## src/rtl/logic_gates_pipelined_unit.sv

```systemverilog
// Two-stage valid/ready pipeline computing bitwise logic ops on a and b,
// with zero/parity flags registered alongside the result and a saturating output counter.
module logic_gates_pipelined_unit #(
    parameter int WIDTH = 8,
    parameter int CNT_W = 16
) (
    input  logic             clk,
    input  logic             rst_n,
    input  logic             in_valid,
    output logic             in_ready,
    input  logic [WIDTH-1:0] a,
    input  logic [WIDTH-1:0] b,
    input  logic [2:0]       op,
    output logic             out_valid,
    input  logic             out_ready,
    output logic [WIDTH-1:0] y,
    output logic             zero,
    output logic             parity,
    output logic [CNT_W-1:0] op_count
);

    typedef enum logic [2:0] {
        OP_AND  = 3'd0,
        OP_NAND = 3'd1,
        OP_OR   = 3'd2,
        OP_NOR  = 3'd3,
        OP_NOTA = 3'd4,
        OP_XOR  = 3'd5,
        OP_XNOR = 3'd6,
        OP_PASS = 3'd7
    } op_e;

    logic             s1_vld_q, s2_vld_q;
    logic [WIDTH-1:0] a_q, b_q;
    op_e              op_q;
    logic [WIDTH-1:0] y_q, y_d;
    logic             zero_q, parity_q;
    logic [CNT_W-1:0] cnt_q;
    logic             s2_adv, out_xfer;

    // S2 can take new data when empty or draining this cycle; S1 follows S2.
    assign s2_adv   = !s2_vld_q || out_ready;
    assign in_ready = rst_n && (!s1_vld_q || s2_adv);
    assign out_xfer = s2_vld_q && out_ready;

    always_comb begin
        y_d = '0;
        case (op_q)
            OP_AND:  y_d = a_q & b_q;
            OP_NAND: y_d = ~(a_q & b_q);
            OP_OR:   y_d = a_q | b_q;
            OP_NOR:  y_d = ~(a_q | b_q);
            OP_NOTA: y_d = ~a_q;
            OP_XOR:  y_d = a_q ^ b_q;
            OP_XNOR: y_d = ~(a_q ^ b_q);
            OP_PASS: y_d = b_q;
            default: y_d = '0;
        endcase
    end

    always_ff @(posedge clk) begin
        if (!rst_n) begin
            s1_vld_q <= 1'b0;
            s2_vld_q <= 1'b0;
            a_q      <= '0;
            b_q      <= '0;
            op_q     <= OP_AND;
            y_q      <= '0;
            zero_q   <= 1'b1;
            parity_q <= 1'b0;
            cnt_q    <= '0;
        end else begin
            if (in_ready) begin
                s1_vld_q <= in_valid;
                if (in_valid) begin
                    a_q  <= a;
                    b_q  <= b;
                    op_q <= op_e'(op);
                end
            end
            if (s2_adv) begin
                s2_vld_q <= s1_vld_q;
                if (s1_vld_q) begin
                    y_q      <= y_d;
                    zero_q   <= (y_d == '0);
                    parity_q <= ^y_d;
                end
            end
            if (out_xfer && !(&cnt_q))
                cnt_q <= cnt_q + CNT_W'(1);
        end
    end

    assign out_valid = s2_vld_q;
    assign y         = y_q;
    assign zero      = zero_q;
    assign parity    = parity_q;
    assign op_count  = cnt_q;

endmodule

```

## config.mk

```make
export PLATFORM = sky130hd
export DESIGN_NAME = logic_gates_pipelined_unit
export DESIGN_NICKNAME = d
export VERILOG_FILES = /design/src/rtl/logic_gates_pipelined_unit.sv
export SDC_FILE = /design/constraint.sdc
export NUM_CORES = 1
export LEC_CHECK = 0
export CAP_MARGIN = 25
export CORE_UTILIZATION = 48
export CTS_BUF_LIST = sky130_fd_sc_hd__clkbuf_8 sky130_fd_sc_hd__clkbuf_16
export CTS_CLUSTER_DIAMETER = 60
export DETAILED_ROUTE_END_ITERATION = 8
export PLACE_DENSITY = 0.84
export SLEW_MARGIN = 25
export SYNTH_ARGS = -nofsm -noshare
export SYNTH_HDL_FRONTEND = slang
export SYNTH_SLANG_ARGS = --single-unit
```

## constraint.sdc

```tcl
create_clock -name clk -period 2.66 [get_ports clk]
set_clock_uncertainty 0.1 [all_clocks]
set_input_delay 0.665 -clock clk [delete_from_list [all_inputs] [get_ports clk]]
set_output_delay 0.665 -clock clk [all_outputs]
set_load 0.01 [all_outputs]
```

Word-level counts from Yosys, hierarchy flattened

Cells that the tools add are included.

Add/sub/neg operators: 1
Equal/unequal tests: 7
Mux-type cells: 1
Bitwise logic cells: 7
Reductions and logical operators: 14

Operators by type and width:

| kind                                                 | count |
|---|---|
| one-hot mux 8 bit (8 select lines)                   | 1 |
| inverter 8 bit                                       | 4 |
| adder 16 x 1 -> 16 bit (second input constant)       | 1 |
| AND reduction 16 bit                                 | 1 |
| equality test 3 bit (second input constant)          | 4 |
| AND 8 bit                                            | 1 |
| logical NOT 8 bit                                    | 1 |
| bitwise OR 8 bit                                     | 1 |
| XOR reduction 8 bit                                  | 1 |
| XOR 8 bit                                            | 1 |
| equality test 3 x 2 -> 1 bit (second input constant) | 2 |
| AND reduction 2 bit                                  | 2 |
| equality test 3 x 1 -> 1 bit (second input constant) | 1 |
| logical AND 1 bit                                    | 3 |
| logical NOT 1 bit                                    | 3 |
| logical NOT 3 bit                                    | 1 |
| logical OR 1 bit                                     | 2 |

Register bits: 47
Input bits: 23
Output and inout port bits: 28
Word-level logic and storage cells: 39

Longest topological paths before layout

Gate-level depths: netlist of run 1.

Depth after elaboration: 5
Depth in mapped cells: 11
Gate-level depth less buffers: 10

Least setup slack after synthesis of run 1

OpenSTA, ideal clock, no wires.

Path type: reg2reg
From: reg a_q[1]
To: reg parity_q, in the netlist parity
Library setup time: 0.087 ns
Arrival: 2.363 ns
Required time: 2.473 ns
Setup slack: 0.111 ns
Cell stages (with the launch flop): 10
Path buffers: 0
Clock period less this slack: 2.549 ns
Path through: dfxtp_1 inv_1 ha_1 mux2_2 mux4_2 or2_1 ha_1 xnor2_1 xnor2_1 a211oi_1

Cells in the longest elaborated chain, start to end: 4
Elaborated cells on any way between the ends: 9
Classes of those cells: 1 x mux; 7 x bitwise; 1 x reduce/logical

Ends and longest elaborated chain:

| element                                 | RTL line   | source |
|---|---|---|
| from (decl)                             | 34         | `logic [WIDTH-1:0] a_q, b_q;` |
| from (signal assigned)                  | 65         | `a_q <= '0;` |
| from (signal assigned)                  | 76         | `a_q <= a;` |
| XOR 8 bit, or another cell as far along | 54, 55     |  |
| inverter 8 bit (on tied branches)       | 55, 50, 52 |  |
| one-hot mux 8 bit (8 select lines) *    | 48         | `case (op_q)` |
| XOR reduction 8 bit *                   | 86         | `parity_q <= ^y_d;` |
| to (signal assigned)                    | 86         |  |
| to (decl)                               | 37         | `logic zero_q, parity_q;` |

Every way passes the cells marked *; elsewhere a longest branch is shown, timed or not.
A chain may end at the register's enable or synchronous reset.

Worst setup path after layout of run 1

Same ends and word-level chain as after synthesis.

==> impl_summary.log, run 1 <==
INFO  metric critical_path_class = flop to flop
INFO  metric syn_to_final_growth = 25.1%
INFO  metric outcome = complete, no violations
INFO  metric min_period = about 2600 ps
INFO  metric synth_edf_count = 0
INFO  metric drcViolationCount = 0
INFO  metric period_share = a little over nine tenths
INFO  metric postLayoutCoreUtil = between 60% and 70%
INFO  metric critical_path_peak_fanout = 2
INFO  metric setup_viol = 0
INFO  metric hpwlAfterDp = about 4.5 mm
INFO  metric grt_overflow = 0
INFO  metric cts_setup_buffers = 0
INFO  metric cap_viol_max_count = 0
INFO  metric relSlewSlack = 68.0%
INFO  metric synth_top_cell_by_area = sky130_fd_sc_hd__dfxtp_1
INFO  metric worstHoldEndpoint = y[7]
INFO  metric ys_seq_elements = 47
INFO  metric stdcell_count = ~490
INFO  metric setup.worst_path.start = a_q[1]
INFO  metric antenna_found_initial = 0
INFO  metric cp_slowest_cell = sky130_fd_sc_hd__mux4_2
INFO  metric worstHoldPathType = flop to flop
INFO  metric cts.hold.buffers_added = 0
INFO  metric layout.cells.most_common = sky130_fd_sc_hd__clkdlybuf4s50_1
INFO  metric core_area = 0.00596 mm²
INFO  metric yosysTopAreaCellShare = roughly a third
INFO  metric std_cell_rows = 28
INFO  metric postSynthCellCount = 361
INFO  metric design_power_total = 1.69 mW
INFO  metric max-clock-path-buffers = 2
INFO  metric insertion_delay = slightly above 300 ps
INFO  metric mappedNetlistNets = a little over 400
INFO  metric layout.cells.most_common_list = 49 x sky130_fd_sc_hd__clkdlybuf4s50_1, 44 x sky130_fd_sc_hd__dfxtp_1, 39 x sky130_fd_sc_hd__inv_1, 35 x sky130_fd_sc_hd__nand3_1, 31 x sky130_fd_sc_hd__nand2_1
INFO  metric detailedRoute.firstIterationViolations = ~110
INFO  metric path_cells = inv_1, ha_1, mux2_2, mux4_2, or2_1, ha_4, xnor2_2, xnor2_1, a211oi_1
INFO  metric finalNetCount = ~460
INFO  metric hold_path_startpoint = y[7]
INFO  metric post_drt_wl_per_cell = ~13 µm
INFO  metric tritoncts = done
INFO  metric switching_power = ~0.48 mW
INFO  metric finalWeightedCongestion = 0.843
INFO  metric route.detailed.vias_per_inst = 5.40
INFO  metric final_antenna_net_count = 0
INFO  metric drt-pass1-iter-count = 4
INFO  metric power.share.switching = ~28%
INFO  metric syn-mean-instance-area = between 8 and 9 µm²
INFO  metric ctsHtreeMaxLevel = 2
INFO  metric startpoint_type = flop
INFO  metric die_y = between 80 and 90 µm
INFO  metric dp_cells = 479
INFO  metric synth_warnings = 0
INFO  metric initial_utilization = roughly 50%
INFO  metric antenna_cells_inserted = 0
INFO  metric required = roughly 2800 ps
INFO  metric cts-buffers-inserted = 5
INFO  metric timing.fmax = 0.387 GHz
INFO  metric postSynth.asyncResetShare = 0%
INFO  metric dieArea = 0.00655 mm²
INFO  metric grt_start_max_net_pins = 48
INFO  metric max-vdd-ir-drop = between 0.0002 and 0.0003 V
INFO  metric die_w = between 80 and 90 µm
INFO  metric cts_sinks = 47
INFO  metric ff2ff_setup_slack = approximately 73 ps
INFO  metric worstRegToRegCells = 9
INFO  metric max_stage_delay = about 480 ps
INFO  metric global_route.usage.total = roughly a fifth
INFO  metric number_of_stages_on_the_worst_hold_path = 2
INFO  metric drive_gt1_share = 10.7%
INFO  metric critical_path.reg2reg.endpoint = parity
INFO  metric grt_pass1_wl = slightly above 10 mm
INFO  metric power.share.combinational = a little over a quarter
INFO  metric tightestPinTransition = ~480 ps
INFO  metric power_per_cell_area = 452 mW/mm²
INFO  metric synth_top_flop_cell = sky130_fd_sc_hd__dfxtp_1
INFO  metric intPower = 1.21 mW
INFO  metric num_vias = 2,632
INFO  metric r2r_path_start = a_q[1]
INFO  metric clock_power_share = ~28%
INFO  metric cp-end-kind = flop
INFO  metric cts.clk_slew.worst_paths = ~80 ps
INFO  metric synth_cell_type_count = 53
INFO  metric boundaryPins = between 50 and 60
INFO  metric arrival = approximately 2700 ps
INFO  metric syn-cell-area = between 0.002 and 0.003 mm²
INFO  metric synth_top_cells_by_area = sky130_fd_sc_hd__dfxtp_1 31%, sky130_fd_sc_hd__ha_1 8.8%, sky130_fd_sc_hd__mux2i_1 6.4%, sky130_fd_sc_hd__nand3_1 5.9%, sky130_fd_sc_hd__o21ai_0 4.9%
INFO  metric seq_power_share = a little under half
INFO  metric slew_violations = 0
INFO  metric cts_root_buf = sky130_fd_sc_hd__clkbuf_8
INFO  metric drt_wl_total = 6.18 mm
INFO  metric yosysSeqAreaShare = between 30% and 40%
INFO  metric p_leak = ~1.5 nW
INFO  metric first_global_vias = around 2,300
INFO  metric numPortBuffers = 50
INFO  metric final_hold_violations = 0
[cell type report]
cell class              count  area (µm²)
well taps                  75        93.8
clock inverters             1        3.75
repair buffers             61         594
flip-flops and latches     47         947
clock buffers               7        96.3
multi-input cells         257        1860
fillers                   509        2220
inverters                  39         146
[registers in the layout, indices dropped and copies added, names as in the netlist]
| register | count |
|---|---|
| op_q | 3 |
| op_count | 16 |
| zero | 1 |
| a_q | 8 |
| b_q | 8 |
| s1_vld_q | 1 |
| out_valid | 1 |
| y | 8 |
| parity | 1 |
[critical path, delay by kind of cell, from the launching register on]
family	cells	cell delay, ps
AO/OA/AOI/OAI	1	220
multiplexers	2	740
adder cells (fa/ha/maj)	2	530
buffers and inverters	1	50
flip-flops	1	340
AND/OR/NAND/NOR	1	280
XOR/XNOR	2	250
[cell usage after synthesis (all sizes together) (2+ instances only)]
master / number
o22ai: 2
nand2: 32
xnor2: 4
ha: 21
a21o: 6
o21ai: 29
o41ai: 2
nor4: 3
nor2b: 4
or2: 7
a211oi: 5
nand3: 37
nand4: 4
mux2i: 19
nor4bb: 2
dfxtp: 47
and2: 7
mux2: 8
a21oi: 12
buf: 11
and3: 5
a31oi: 10
nand2b: 9
nor2: 8
clkbuf: 7
nor3: 6
inv: 38
[power by group through the flow]
stage	combinational (mW)	clock, mW	sequential [mW]
finish	0.443	0.472	0.774
global route	0.490	0.514	0.781
CTS	0.407	0.482	0.774
detailed placement	0.405	0	0.791
global placement	0.386	0	0.788
floorplan	0.276	0	0.787
[metrics by stage]
step | cell area (µm²) | setup slack (ps) | setup TNS, ps | hold slack, ps
3_3_place_gp | 3590 | 20.9 | 0 | 358
6_report | 3740 | 73.3 | 0 | 390
5_1_grt | 3740 | -25.7 | -25.7 | 428
4_1_cts | 3690 | 8.26 | 0 | 393
2_1_floorplan | 2990 | 111 | 0 | 371
3_5_place_dp | 3590 | -24.3 | -24.3 | 365
[how the worst max path moves through the flow]
stage | depth (start not counted) | end | slack [ps]
3_3_place_gp | 4 | in_ready | 20
4_1_cts | 9 | parity | 8
6_report | 9 | parity | 70
3_5_place_dp | 4 | in_ready | -20
5_1_grt | 9 | parity | -30
2_1_floorplan | 9 | parity | 110
[routing by layer]
metal | GRT usage (%) | up-vias | wire (µm)
met2 | 36.1 | 57 | 3080
met5 | 0 | - | 0
met1 | 22.9 | 1198 | 2760
li1 | - | 1370 | -
met3 | 4.72 | 7 | 261
met4 | 5.36 | 0 | 75
[cell families (layout without fill, tap and decap cells)]
group | count (synthesis) | count (layout) | synth area share (%)
XOR/XNOR | 5 | 5 | 1.46
flip-flops | 47 | 47 | 31.5
AO/OA/AOI/OAI | 73 | 73 | 15.4
buffers and inverters | 57 | 108 | 7.70
AND/OR/NAND/NOR | 130 | 130 | 25.0
adder cells (fa/ha/maj) | 21 | 21 | 8.79
multiplexers | 28 | 28 | 10.1
[repair_timing]
item / CTS / global route
pin swaps: 0 / 3
endpoints found under the setup margin: 1 / 1
resized for setup: 1 / 8
No activity file was read; power rests on OpenSTA's default activity.
==> inputs of run 2 (changes only) <==
--- a/config.mk
+++ b/config.mk
@@ -5,10 +5,10 @@
 export SDC_FILE = /design/constraint.sdc
 export NUM_CORES = 1
 export LEC_CHECK = 0
-export CAP_MARGIN = 25
 export CORE_UTILIZATION = 48
 export CTS_BUF_LIST = sky130_fd_sc_hd__clkbuf_8 sky130_fd_sc_hd__clkbuf_16
 export CTS_CLUSTER_DIAMETER = 60
+export CTS_CLUSTER_SIZE = 25
 export DETAILED_ROUTE_END_ITERATION = 8
 export PLACE_DENSITY = 0.84
 export SLEW_MARGIN = 25
==> results of run 2 <==
Final layout, timing and power as in run 1 (identical DEF).
==> inputs of run 3 (changes only) <==
--- a/config.mk
+++ b/config.mk
@@ -11,7 +11,6 @@
 export CTS_CLUSTER_SIZE = 25
 export DETAILED_ROUTE_END_ITERATION = 8
 export PLACE_DENSITY = 0.84
-export SLEW_MARGIN = 25
 export SYNTH_ARGS = -nofsm -noshare
 export SYNTH_HDL_FRONTEND = slang
 export SYNTH_SLANG_ARGS = --single-unit
==> results of run 3 <==
Final layout, timing and power as in run 1 (identical DEF).
